$ cat src/rtl/stage_decode_pipe.sv
// ID/EX decode stage: decodes register selects from the fetched word, checks for
// load-use hazards against the instruction held in ID/EX, and registers the
// decoded fields behind a valid/ready handshake with branch flush.
// Optional feature macro: DECODE_STALL_CNT_EN adds a saturating hazard-bubble counter.
module stage_decode_pipe #(
  parameter int unsigned      INSN_W   = 32,
  parameter int unsigned      PC_W     = 32,
  parameter int unsigned      REG_W    = 5,
  parameter logic [REG_W-1:0] LINK_REG = 15,
  parameter logic [4:0]       OP_LW    = 5'b01000
) (
  input  logic              clock,
  input  logic              reset,
  input  logic              flush,
  input  logic              if_valid,
  input  logic [INSN_W-1:0] if_insn,
  input  logic [PC_W-1:0]   if_pc,
  output logic              id_ready,
  output logic [REG_W-1:0]  ctrl_readRegA,
  output logic [REG_W-1:0]  ctrl_readRegB,
  input  logic              ex_ready,
  output logic              ex_valid,
  output logic [INSN_W-1:0] ex_insn,
  output logic [PC_W-1:0]   ex_pc,
  output logic [4:0]        ex_opcode,
  output logic [4:0]        ex_alu_op,
  output logic [REG_W-1:0]  ex_writeReg,
  output logic              ex_writes_reg,
`ifdef DECODE_STALL_CNT_EN
  output logic [31:0]       stall_count,
`endif
  output logic              ex_is_load
);

  localparam int unsigned OpcLsb = INSN_W - 5;
  localparam int unsigned RdLsb  = OpcLsb - REG_W;
  localparam int unsigned RsLsb  = RdLsb - REG_W;
  localparam int unsigned RtLsb  = RsLsb - REG_W;

  logic [4:0]       opcode;
  logic [REG_W-1:0] rd, rs, rt;
  logic             r_insn, jal, uses_a, uses_b;
  logic [REG_W-1:0] read_b;
  logic [REG_W-1:0] write_reg;
  logic             writes_reg, is_load;
  logic [4:0]       alu_op;
  logic             hazard, advance;

  logic              ex_valid_d, ex_valid_q;
  logic [INSN_W-1:0] ex_insn_d, ex_insn_q;
  logic [PC_W-1:0]   ex_pc_d, ex_pc_q;
  logic [4:0]        ex_opcode_d, ex_opcode_q;
  logic [4:0]        ex_alu_op_d, ex_alu_op_q;
  logic [REG_W-1:0]  ex_write_reg_d, ex_write_reg_q;
  logic              ex_writes_reg_d, ex_writes_reg_q;
  logic              ex_is_load_d, ex_is_load_q;

  assign opcode = if_insn[OpcLsb +: 5];
  assign rd     = if_insn[RdLsb +: REG_W];
  assign rs     = if_insn[RsLsb +: REG_W];
  assign rt     = if_insn[RtLsb +: REG_W];

  // Field decode of the incoming word; also feeds the register-file read ports.
  always_comb begin
    r_insn     = (opcode == 5'b00000);
    jal        = (opcode == 5'b00011);
    is_load    = (opcode == OP_LW);
    uses_a     = !((opcode == 5'b00001) || jal);
    uses_b     = r_insn || (opcode == 5'b00010) || (opcode == 5'b00100) ||
                 (opcode == 5'b00110) || (opcode == 5'b00111);
    read_b     = r_insn ? rt : rd;
    write_reg  = jal ? LINK_REG : rd;
    // A write to r0 is discarded, so it must never look like a producer.
    writes_reg = (r_insn || (opcode == 5'b00101) || is_load || jal) && (write_reg != '0);
    alu_op     = r_insn ? if_insn[6:2] : 5'b00000;
  end

  // Load-use detection against ID/EX and the handshake toward fetch.
  always_comb begin
    hazard   = if_valid && ex_valid_q && ex_is_load_q && ex_writes_reg_q &&
               ((uses_a && (rs == ex_write_reg_q)) || (uses_b && (read_b == ex_write_reg_q)));
    advance  = ex_ready || !ex_valid_q;
    id_ready = advance && !hazard && !flush;
  end

  // Next-state of the ID/EX register: flush, then bubble, then capture, else hold.
  always_comb begin
    ex_valid_d      = ex_valid_q;
    ex_insn_d       = ex_insn_q;
    ex_pc_d         = ex_pc_q;
    ex_opcode_d     = ex_opcode_q;
    ex_alu_op_d     = ex_alu_op_q;
    ex_write_reg_d  = ex_write_reg_q;
    ex_writes_reg_d = ex_writes_reg_q;
    ex_is_load_d    = ex_is_load_q;
    if (flush) begin
      ex_valid_d = 1'b0;
    end else if (advance && hazard) begin
      ex_valid_d = 1'b0;
    end else if (advance) begin
      ex_valid_d = if_valid;
      if (if_valid) begin
        ex_insn_d       = if_insn;
        ex_pc_d         = if_pc;
        ex_opcode_d     = opcode;
        ex_alu_op_d     = alu_op;
        ex_write_reg_d  = write_reg;
        ex_writes_reg_d = writes_reg;
        ex_is_load_d    = is_load;
      end
    end
  end

  // ID/EX pipeline register with synchronous reset.
  always_ff @(posedge clock) begin
    if (reset) begin
      ex_valid_q      <= 1'b0;
      ex_insn_q       <= '0;
      ex_pc_q         <= '0;
      ex_opcode_q     <= '0;
      ex_alu_op_q     <= '0;
      ex_write_reg_q  <= '0;
      ex_writes_reg_q <= 1'b0;
      ex_is_load_q    <= 1'b0;
    end else begin
      ex_valid_q      <= ex_valid_d;
      ex_insn_q       <= ex_insn_d;
      ex_pc_q         <= ex_pc_d;
      ex_opcode_q     <= ex_opcode_d;
      ex_alu_op_q     <= ex_alu_op_d;
      ex_write_reg_q  <= ex_write_reg_d;
      ex_writes_reg_q <= ex_writes_reg_d;
      ex_is_load_q    <= ex_is_load_d;
    end
  end

`ifdef DECODE_STALL_CNT_EN
  logic [31:0] stall_count_d, stall_count_q;

  // Count inserted load-use bubbles; a flush in the same cycle is not a bubble.
  always_comb begin
    stall_count_d = stall_count_q;
    if (!flush && advance && hazard && (stall_count_q != '1)) begin
      stall_count_d = stall_count_q + 32'd1;
    end
  end

  // Bubble counter register.
  always_ff @(posedge clock) begin
    if (reset) begin
      stall_count_q <= '0;
    end else begin
      stall_count_q <= stall_count_d;
    end
  end

  assign stall_count = stall_count_q;
`endif

  assign ctrl_readRegA = rs;
  assign ctrl_readRegB = read_b;
  assign ex_valid      = ex_valid_q;
  assign ex_insn       = ex_insn_q;
  assign ex_pc         = ex_pc_q;
  assign ex_opcode     = ex_opcode_q;
  assign ex_alu_op     = ex_alu_op_q;
  assign ex_writeReg   = ex_write_reg_q;
  assign ex_writes_reg = ex_writes_reg_q;
  assign ex_is_load    = ex_is_load_q;

endmodule

$ cat config.mk
export PLATFORM = sky130hd
export DESIGN_NAME = stage_decode_pipe
export DESIGN_NICKNAME = d
export VERILOG_FILES = /design/src/rtl/stage_decode_pipe.sv
export SDC_FILE = /design/constraint.sdc
export NUM_CORES = 1
export LEC_CHECK = 0
export ABC_AREA = 1
export BUFFER_PORTS_ARGS = -buffer_cell sky130_fd_sc_hd__buf_2
export CORE_MARGIN = 3
export CORE_UTILIZATION = 30
export CTS_CLUSTER_DIAMETER = 150
export DETAILED_ROUTE_END_ITERATION = 10
export MAX_ROUTING_LAYER = met4
export PLACE_DENSITY = 0.55
export REMOVE_ABC_BUFFERS = 1
export SLEW_MARGIN = 10
export SYNTH_ARGS = -nofsm -noshare
export SYNTH_HDL_FRONTEND = slang
export SYNTH_SLANG_ARGS = --single-unit
$ cat constraint.sdc
create_clock -name clock -period 2.2 [get_ports clock]
set_input_delay 0.11 -clock clock [delete_from_list [all_inputs] [get_ports clock]]
set_output_delay 0.11 -clock clock [all_outputs]
set_load 0.1 [all_outputs]
# Word level (Yosys, flattened, before mapping)
# Index checks and enable logic that the tools add are counted.
# word_totals
reg_bits,82
word_cells,51
# op_classes
eq_ne,10
muxes,3
bitwise,2
reduce_logical,28
# op_table
op,n
$eq 5x3->1 const B,4
$mux 5,3
$eq 5x2->1 const B,2
$eq 5x5->1,2
$logic_and 1x1->1,10
$logic_or 1x1->1,10
$eq 5x1->1 const B,1
$eq 5x4->1 const B,1
$logic_not 5->1,1
$reduce_bool 5->1,1
$logic_not 1->1,4
$reduce_and 4->1,1
$reduce_or 3->1,1
$not 1->1,2

# Longest topological paths before layout
# logic_depth
ltp_word,11
depth_mapped,15
mapped_depth_nobuf,14

# Least setup slack after synthesis
# Ideal clock, no wire load.
# synth_timing
kind,input -> output
start,input if_insn[31]
end,output id_ready
t_arrival_ns,3.054
slack_ns,-0.964
stages,10
cell_sequence,inv_1 nand3_1 buf_2 nand2_1 nand2_1 nor2_1 nor2_1 nand3_1 nand2_1 a21boi_1
# synth_via
word_cells_on_any_way,22
classes_between,eq/ne (7); mux (1); reduce/logical (14)
# synth_rtl
item,line,source
start: declaration,16,"input logic [INSN_W-1:0] if_insn,"
$logic_not 5->1,65,r_insn = (opcode == 5'b00000);
$mux 5,71,read_b = r_insn ? rt : rd;
named net ctrl_readRegB[1],20,"output logic [REG_W-1:0] ctrl_readRegB,"
$eq 5x5->1,81,((uses_a && (rs == ex_write_reg_q)) || (uses_b && (read_b == ex_write_reg_q)));
$logic_and 1x1->1,81,
$logic_or 1x1->1,81,
$logic_and 1x1->1,80,hazard = if_valid && ex_valid_q && ex_is_load_q && ex_writes_reg_q &&
$logic_not 1->1,83,id_ready = advance && !hazard && !flush;
$logic_and 1x1->1 (2 in a row),83,
end: declaration,18,"output logic id_ready,"
# The timed path passes the listed nets, and every way through them passes these cells.

# Worst setup path in the final report
# layout_timing
start,register ex_write_reg_q[2] (netlist: ex_writeReg[2])
end,register ex_valid_q (netlist: ex_valid)
# layout_via
elab_chain_len,6
word_cells_on_any_way,8
classes_between,eq/ne (2); reduce/logical (6)
# layout_rtl
item,line,source
start: declaration,54,"logic [REG_W-1:0] ex_write_reg_d, ex_write_reg_q;"
start signal: assignment,131,ex_write_reg_q <= ex_write_reg_d;
$eq 5x5->1,81,
$logic_and 1x1->1,81,
$logic_or 1x1->1 (*),81,
$logic_and 1x1->1 (*),80,
$logic_and 1x1->1 (*),98,end else if (advance && hazard) begin
$reduce_or 3->1 (no source line) (*),-,
end signal: assignment,126,ex_valid_q <= ex_valid_d;
end: declaration,49,"logic ex_valid_d, ex_valid_q;"
# Every way passes the cells marked *; elsewhere a longest branch is shown, timed or not.
# A chain may end at the register's enable or synchronous reset.

==> flow_metrics.env <==
export IMPL_grt_pass1_wl_um=17580
export IMPL_final_common_cell="nand2_1"
export IMPL_synth_compound_area_share=0.007045
export IMPL_min_period_ns=1.937
export IMPL_fin_hold_ws_ns=0.01677
export IMPL_power_mw=4.520
export IMPL_rows=40
export IMPL_clock_path_buffers=2
export IMPL_grt_pass1_vias=3769
export IMPL_drc_errors=0
export IMPL_rsz0062_at_grt="false"
export IMPL_synth_top_family_by_area="simple AND/OR/NAND/NOR gates"
export IMPL_grt_max_degree=51
export IMPL_synth_avg_cell_area_um2=6.206
export IMPL_worst_slack_ns=0.2627
export IMPL_die_y_um=117.5
export IMPL_synth_adder_area_share=0
export IMPL_relSlewSlack=0.6593
export IMPL_clk_pin_slew_ns=0.06
export IMPL_synth_cell_type_count=23
export IMPL_powerDensity_nw_per_um2=844.5
export IMPL_ant_nets=0
export IMPL_synthToLayoutAreaGrowth_pct=43.51
export IMPL_first_iter_violations=168
export IMPL_cts_tree="built"
export IMPL_setup_violations=0
export IMPL_cp_start_kind="register"
export IMPL_clk_latency_ns=0.34
export IMPL_period_share=0.8806
export IMPL_finalSetupTns_ns=0
export IMPL_dp_cells=905
export IMPL_synthCells=601
export IMPL_antenna_found_initial=0
export IMPL_via_per_inst=4.127
export IMPL_crit_chain="xor2_1, a21oi_1, nand4_1, nand2_1, nand2_4, a21oi_1, nor3_1, dlygate4sd3_1"
export IMPL_routed_wl_um=10540
export IMPL_path_class="reg -> reg"
export IMPL_slew_violations=0
export IMPL_core_um2=12060
export IMPL_stdcell_area_um2=5353
export IMPL_die_w_um=117.5
export IMPL_place_hpwl_um=7473
export IMPL_endpoint_kind="register"
export IMPL_drive_gt1_frac=0.2471
export IMPL_skew_ns=0.003647
export IMPL_synth_xor_area_frac=0.01174
export IMPL_diodes=0
export IMPL_portBuffers=161
export IMPL_ys_flop_type="dfxtp_1"
export IMPL_grt_total_usage=0.1606
export IMPL_cts_resized=0
export IMPL_most_common_layout_cells="nand2_1, buf_2, nor2_1"
export IMPL_cts_made_buffers=9
export IMPL_drt_pass1_iterations=5
export IMPL_maxCapViolCount=0
export IMPL_fillers=1251
export IMPL_worst_endpoint_required_ns=2.43
export IMPL_synth_edf_count=0
export IMPL_worst_slew_pin_slew_ns=0.5103
export IMPL_cp_max_fo=10
export IMPL_gr_total_overflow=0
export IMPL_crit_top_cell="a21oi_1"
export IMPL_post_place_ws_ns=0.1393
export IMPL_crit_arrival_ns=2.16
export IMPL_worstRegToRegCells=8
export IMPL_io_pins=162
export IMPL_hold_viol=0
export IMPL_max_freq_ghz=0.5162
export IMPL_postCtsSetupBuffers=0
export IMPL_crit_slowest_cell="dlygate4sd3_1"
export IMPL_place_area_um2=4688
export IMPL_status="finished clean"
export IMPL_final_nets=854
export IMPL_yosys_warnings=0
export IMPL_yosys_area_share_simple=0.4109
export IMPL_synth_async_sr_flop_share=0
export IMPL_start_util=0.3092
export IMPL_place_gp_congestion=0.8696
export IMPL_ir_worst_vdd_mv=0.4501
export IMPL_utilization=0.4438
export IMPL_muxShareOfSynthArea=0
export IMPL_clockRootBuffer="clkbuf_16"
export IMPL_die_area_um2=13810
export IMPL_yosys_register_bits=77
export IMPL_num_vias=3950
export IMPL_syn_area_um2=3730
export IMPL_worstHoldPathCells=3
export IMPL_wire_per_inst_um=11.01
export IMPL_hp_class="in -> reg"
export IMPL_leakage_nw=3.125
export IMPL_synth_seq_area_share=0.4133
export IMPL_cts_sinks=77
export IMPL_fin_cells=957
export IMPL_critical_path_max_stage_delay_ns=0.54
export IMPL_h_tree_depth=3
## synth_stat cells, types with 2 or more instances
cell type  instances  area share
nand2_1          186        0.19
xor2_1             3      0.0070
nor2_2             2      0.0034
inv_1             93       0.094
inv_2              6      0.0060
nand4_1           19       0.032
clkbuf_1           8      0.0081
nor3_1             2      0.0027
xnor2_1            2      0.0047
nand3_1           12       0.016
buf_2              9       0.012
nor2_1           155        0.16
dfxtp_1           77        0.41
nor2_4             2      0.0060
buf_4             16       0.032
a21oi_1            2      0.0027
## worst max-delay path: cells and delay by family, from the launching register on
family,cells,cell delay [ns]
buffers and inverters,1,0.54
XOR/XNOR,1,0.15
AND/OR/NAND/NOR,4,0.43
flip-flops,1,0.34
AO/OA/AOI/OAI,2,0.37
## per-layer routing
layer / vias to the layer above / share of wire / GRT usage
met5: - / 0 / -
met4: 0 / 0.028 / 0.07399
met3: 21 / 0.055 / 0.03844
met2: 128 / 0.44 / 0.2504
met1: 1690 / 0.47 / 0.1976
li1: 2111 / - / -
## timing repair
item / in CTS / in global routing
setup endpoints to repair: 0 / 0
endpoints found under the hold margin: 36 / 0
hold buffers: 37 / 0
## path summary, 6_finish.rpt
check	startpoint	endpoint	slack [ns]
hold reg to reg	ex_insn[22]$_SDFFE_PP0P_	ex_insn[22]$_SDFFE_PP0P_	0.51
hold / removal	if_pc[4]	ex_pc[4]$_SDFFE_PP0P_	0.02
setup reg to reg	ex_writeReg[2]$_SDFFE_PP0P_	ex_valid$_SDFFE_PP0N_	0.26
setup / recovery	ex_writeReg[2]$_SDFFE_PP0P_	ex_valid$_SDFFE_PP0N_	0.26
## cell type report
class	instances	area (um^2)	area share
Clock inverter	1	30.03	0.005610
Multi-Input combinational cell	389	1603	0.2994
Tap cell	168	210.2	0.03927
Timing Repair Buffer	208	1329	0.2482
Sequential cell	77	1541	0.2880
Clock buffer	14	264.0	0.04932
Inverter	100	375.4	0.07013
## where the power goes
group	internal, mW	switching (mW)	leakage, nW
Sequential	1.49	0.0528	0.635
Combinational	0.300	1.16	2.35
Clock	0.936	0.572	0.143
## logic make-up after synthesis
kind of cell              after synthesis
xor gates and xnor gates                5
AOI/OAI and AO/OA                       4
and+or+nand+nor                       380
DFF                                    77
buffers and inverters                 135
Power figures use the tool's default switching activity.
